## src/rtl/sram_256x4096_1rw_ctrl.sv

```systemverilog
// ============================================================================
//  Module   : sram_256x4096_1rw_ctrl
//  Brief    : Valid/ready request front-end for the sram_256x4096_1rw macro.
//             Credit-gated read issue with a small registered response FIFO.
//  Revision : 1.0 - initial release
// ============================================================================
`default_nettype none

module sram_256x4096_1rw_ctrl #(
    parameter int BITS       = 256,
    parameter int WORD_DEPTH = 4096,
    parameter int ADDR_WIDTH = 12,
    parameter int RSP_DEPTH  = 2
) (
    input  logic                  clk,
    input  logic                  rst,
    input  logic                  req_valid,
    output logic                  req_ready,
    input  logic                  req_we,
    input  logic [ADDR_WIDTH-1:0] req_addr,
    input  logic [BITS-1:0]       req_wdata,
    input  logic [BITS/8-1:0]     req_wstrb,
    output logic                  sram_ce,
    output logic                  sram_we,
    output logic [ADDR_WIDTH-1:0] sram_addr,
    output logic [BITS-1:0]       sram_wd,
    output logic [BITS-1:0]       sram_wmask,
    input  logic [BITS-1:0]       sram_rd,
    output logic                  rsp_valid,
    input  logic                  rsp_ready,
    output logic [BITS-1:0]       rsp_rdata,
    output logic                  idle
);

    localparam int PTR_W  = (RSP_DEPTH > 1) ? $clog2(RSP_DEPTH) : 1;
    localparam int CNT_W  = $clog2(RSP_DEPTH + 1);
    localparam int STRB_W = BITS / 8;

    logic                 rd_pend_q;
    logic [CNT_W-1:0]     count_q, count_d;
    logic [PTR_W-1:0]     wr_ptr_q, wr_ptr_d;
    logic [PTR_W-1:0]     rd_ptr_q, rd_ptr_d;
    logic [BITS-1:0]      mem_q [RSP_DEPTH];

    logic                 fire;
    logic                 push;
    logic                 pop;
    logic [CNT_W:0]       credit_used;

    function automatic logic [PTR_W-1:0] ptr_inc(input logic [PTR_W-1:0] p);
        return (p == PTR_W'(RSP_DEPTH - 1)) ? '0 : p + PTR_W'(1);
    endfunction

    // A read reserves a FIFO slot from issue until its data is popped, so the
    // FIFO can never overflow while the consumer stalls.
    assign pop         = rsp_valid & rsp_ready;
    assign credit_used = {1'b0, count_q} + (CNT_W+1)'(rd_pend_q) - (CNT_W+1)'(pop);
    assign req_ready   = !rst && (req_we || (credit_used < (CNT_W+1)'(RSP_DEPTH)));
    assign fire        = req_valid & req_ready;
    assign push        = rd_pend_q;

    assign sram_ce   = fire;
    assign sram_we   = fire & req_we;
    assign sram_addr = req_addr;
    assign sram_wd   = req_wdata;

    for (genvar i = 0; i < STRB_W; i++) begin : g_wmask
        assign sram_wmask[8*i +: 8] = {8{req_wstrb[i] & req_we}};
    end

    assign rsp_valid = (count_q != '0);
    assign rsp_rdata = mem_q[rd_ptr_q];
    assign idle      = !rd_pend_q && (count_q == '0);

    always_comb begin
        wr_ptr_d = wr_ptr_q;
        rd_ptr_d = rd_ptr_q;
        count_d  = count_q + CNT_W'(push) - CNT_W'(pop);
        if (push) begin
            wr_ptr_d = ptr_inc(wr_ptr_q);
        end
        if (pop) begin
            rd_ptr_d = ptr_inc(rd_ptr_q);
        end
    end

    always_ff @(posedge clk or posedge rst) begin
        if (rst) begin
            rd_pend_q <= 1'b0;
            count_q   <= '0;
            wr_ptr_q  <= '0;
            rd_ptr_q  <= '0;
            for (int i = 0; i < RSP_DEPTH; i++) begin
                mem_q[i] <= '0;
            end
        end else begin
            rd_pend_q <= fire & ~req_we;
            count_q   <= count_d;
            wr_ptr_q  <= wr_ptr_d;
            rd_ptr_q  <= rd_ptr_d;
            if (push) begin
                mem_q[wr_ptr_q] <= sram_rd;
            end
        end
    end

`ifndef SYNTHESIS
    a_no_push_when_full : assert property (@(posedge clk) disable iff (rst)
        !(push && (count_q == CNT_W'(RSP_DEPTH))));
    a_addr_in_range : assert property (@(posedge clk) disable iff (rst)
        !(sram_ce && (32'(req_addr) >= WORD_DEPTH)));
`endif

endmodule

`default_nettype wire

```

## config.mk

```make
export PLATFORM = sky130hd
export DESIGN_NAME = sram_256x4096_1rw_ctrl
export DESIGN_NICKNAME = d
export VERILOG_FILES = /design/src/rtl/sram_256x4096_1rw_ctrl.sv
export SDC_FILE = /design/constraint.sdc
export NUM_CORES = 1
export LEC_CHECK = 0
export CAP_MARGIN = 20
export CORE_AREA = 2 2 524 526
export DETAILED_ROUTE_END_ITERATION = 10
export DIE_AREA = 0 0 526 528
export GPL_ROUTABILITY_DRIVEN = 0
export PLACE_DENSITY = 0.3
export SETUP_SLACK_MARGIN = 0.4
export SLEW_MARGIN = 10
export SYNTH_ARGS = -nofsm -noshare
export SYNTH_HDL_FRONTEND = slang
export SYNTH_SLANG_ARGS = --single-unit
```

## constraint.sdc

```tcl
create_clock -name clk -period 25.8 [get_ports clk]
set_input_delay 2.58 -clock clk [delete_from_list [all_inputs] [get_ports clk]]
set_output_delay 2.58 -clock clk [all_outputs]
set_load 0.005 [all_outputs]
```

==> run metrics <==
total global routing track utilization=0.0676; largest net degree at the start of global routing=129; total grt overflow=0; switching part of the total=0.300; Root Driver=clkbuf_16; register area share after synthesis=0.475; final net count=2815; clock-pin transition on the worst setup and hold timing paths=50 ps; Cells after Synth=1921; Die X=526 um; core footprint=272000 um2; slowest CP cell=clkdlybuf4s50_1; antenna-violating nets left=0; Final HPWL DP=68800 um; most frequent CP cell=inv_1; largest family of logic cells by synthesized area=multiplexers; Required @ worst endpoint=23220 ps; final period utilization=0.302; post-CTS resize count=0; Slew HR=0.296; CP Buf/Inv Count=5; Hold WC Path Type=reg2reg; WL per Instance=16.5 um; Crit Path Class=in2out; overall routed net length=97100 um; Unique masters post-synth=26; FP Rows=192; placed instance count=5759; non-filler cells, final=5904; met2 global-route usage=0.108; worst slew pin tran=1060 ps; maximum level of the CTS H-tree=3; VDD IR max=0.0000374 V; largest delay contributor family on the critical path=buffers and inverters; final count of negative-setup-slack endpoints=0; CTS tree=built; Area Growth Syn to Fin=39.9%; maximum net fanout on the critical path=3; Worst Setup Start Kind=input port; Comb pwr share=0.436; M3 GR Usage=0.0373; Skew-Pair Late Insertion Delay=680 ps; grt met1 use=0.0756; CP Cell Sequence=clkdlybuf4s50_1, o21a_1, ha_1, inv_1, ha_1, inv_1, fa_1, inv_1, o31ai_1, clkdlybuf4s50_1; vias=15.6k; layout cells sized above 1=0.294; post-synthesis adder-cell area fraction=0.00165; cell-internal power=3.14 mW; synthesized cell area=27200 um2; Reg power frac=0.321; Clk pwr share=0.243; iteration-0 DRC count of the detailed router=379; post-synthesis compound-gate area fraction=0.000827; DRC Markers=0; commonest non-fill, non-tap cells in the layout=clkdlybuf4s50_1 (808), dfrtp_1 (516), mux2_2 (328); antenna violations before repair=10; setup repair bufs after CTS=0; status=complete, no violations; Mean Syn Cell Area=14.2 um2; post-synthesis net count=2485; vias in the first global route=17.1k; R2R Setup Slk=21430 ps; starting density of the core=0.100; IO buf count=809; post-synthesis simple-gate area fraction=0.00964; Worst Setup End Kind=primary output; Final min period=7780 ps; design area=38100 um2; most common cell after layout, fill and taps aside=clkdlybuf4s50_1; critical path's largest stage delay=580 ps; Final Hold Viols=0; Synth Register Bits=517; Die H=528 um; GR peak layer=met2; max-cap violation count=0; Power Density=118 nW/um2; CTS sink cnt=517; Clock Skews=21.1 ps; Clock Tree Buf Depth=3; multiplexer share of the synthesized area=0.345; vias per cell=2.64; Detailed Routing Iterations Pass 1=4; Post-Synth XOR/XNOR Area=0.000964; Max Slew Vio Count=0; CTS buffer count=79; Psw=1.35 mW; hold buffer count at CTS=0; DP Area=35500 um2; die area=278000 um2; Static Leakage=14.6 nW; Arr. time, crit path=5200 ps; I/O pin cnt=1346; first-pass GRT wire length=136000 um; fmax=128 MHz; Synth warnings=0; RSZ-0062 raised after global routing=no; TNS Setup=0 ps
## path summary, 6_finish.rpt
kind / endpoint / start / cells past startpoint
max in group asynchronous: mem_q[280] / rst / 5
hold / removal: mem_q[273] / mem_q[273] / 1
hold reg to reg: mem_q[273] / mem_q[273] / 1
setup reg to reg: mem_q[321] / push / 5
setup / recovery: req_ready / rsp_ready / 10
min in group asynchronous: mem_q[180] / rst / 2
## power by group through the flow
stage | sequential [mW] | clock [mW] | combinational, mW
floorplan | 1.37 | 0 | 1.07
global placement | 1.46 | 0 | 2.00
detailed placement | 1.45 | 0 | 2.01
CTS | 1.44 | 1.16 | 2.02
global route | 1.50 | 1.19 | 2.10
finish | 1.44 | 1.09 | 1.95
## per-layer routing
metal	wire, um	share of wire
met1	38700	0.40
met2	44800	0.46
met3	10600	0.11
met4	2820	0.029
met5	230	0.0024
## cells in the mapped netlist
library cell	n	share of area
o31ai_1	1	0.00028
nand3b_1	1	0.00028
o21bai_1	1	0.00028
nor2_1	1	0.00014
buf_4	492	0.14
fa_1	1	0.00073
buf_6	9	0.0037
nor4_1	1	0.00023
o21a_1	1	0.00028
mux2_4	200	0.11
clkbuf_1	4	0.00055
mux2_1	240	0.099
ha_1	2	0.00092
nand2_1	1	0.00014
dfrtp_1	517	0.47
or2_2	1	0.00023
mux2_2	328	0.14
and2_1	32	0.0073
nor2b_4	1	0.00051
buf_12	22	0.016
buf_8	1	0.00055
inv_1	5	0.00069
xor2_1	3	0.00096
and3b_1	1	0.00032
nand2b_1	2	0.00046
buf_2	53	0.0097
## flip-flops by register name, summed over array words and instances (netlist names)
register,flops
count_q,2
mem_q,512
push,1
rd_ptr_q,1
wr_ptr_q,1
## area by class of cell
class / count / area [um2]
Antenna cell: 3 / 7.51
Clock buffer: 111 / 2260
Clock inverter: 31 / 343
Fill cell: 30400 / 234000
Inverter: 5 / 26.3
Multi-Input combinational cell: 818 / 9760
Sequential cell: 517 / 12900
Tap cell: 3589 / 4490
Timing Repair Buffer: 830 / 8290
## kinds of logic after synthesis
logic type                 Yosys count
xor gates and xnor gates             3
AOI/OAI and AO/OA                    3
DFF                                517
and+or+nand+nor                     41
adders and majority gates            3
buffers and inverters              586
muxes                              768
## through the flow
step / total power [mW] / worst slack [ps] / util / hold slack [ps]
global placement: 3.46 / 17940 / 0.130 / 463
floorplan: 2.44 / 8780 / - / 454
global route: 4.79 / 17840 / 0.140 / 491
CTS: 4.63 / 17850 / 0.140 / 484
finish: 4.49 / 18020 / 0.140 / 477
detailed placement: 3.45 / 18000 / 0.130 / 472
No activity file was read; power rests on OpenSTA's default activity.
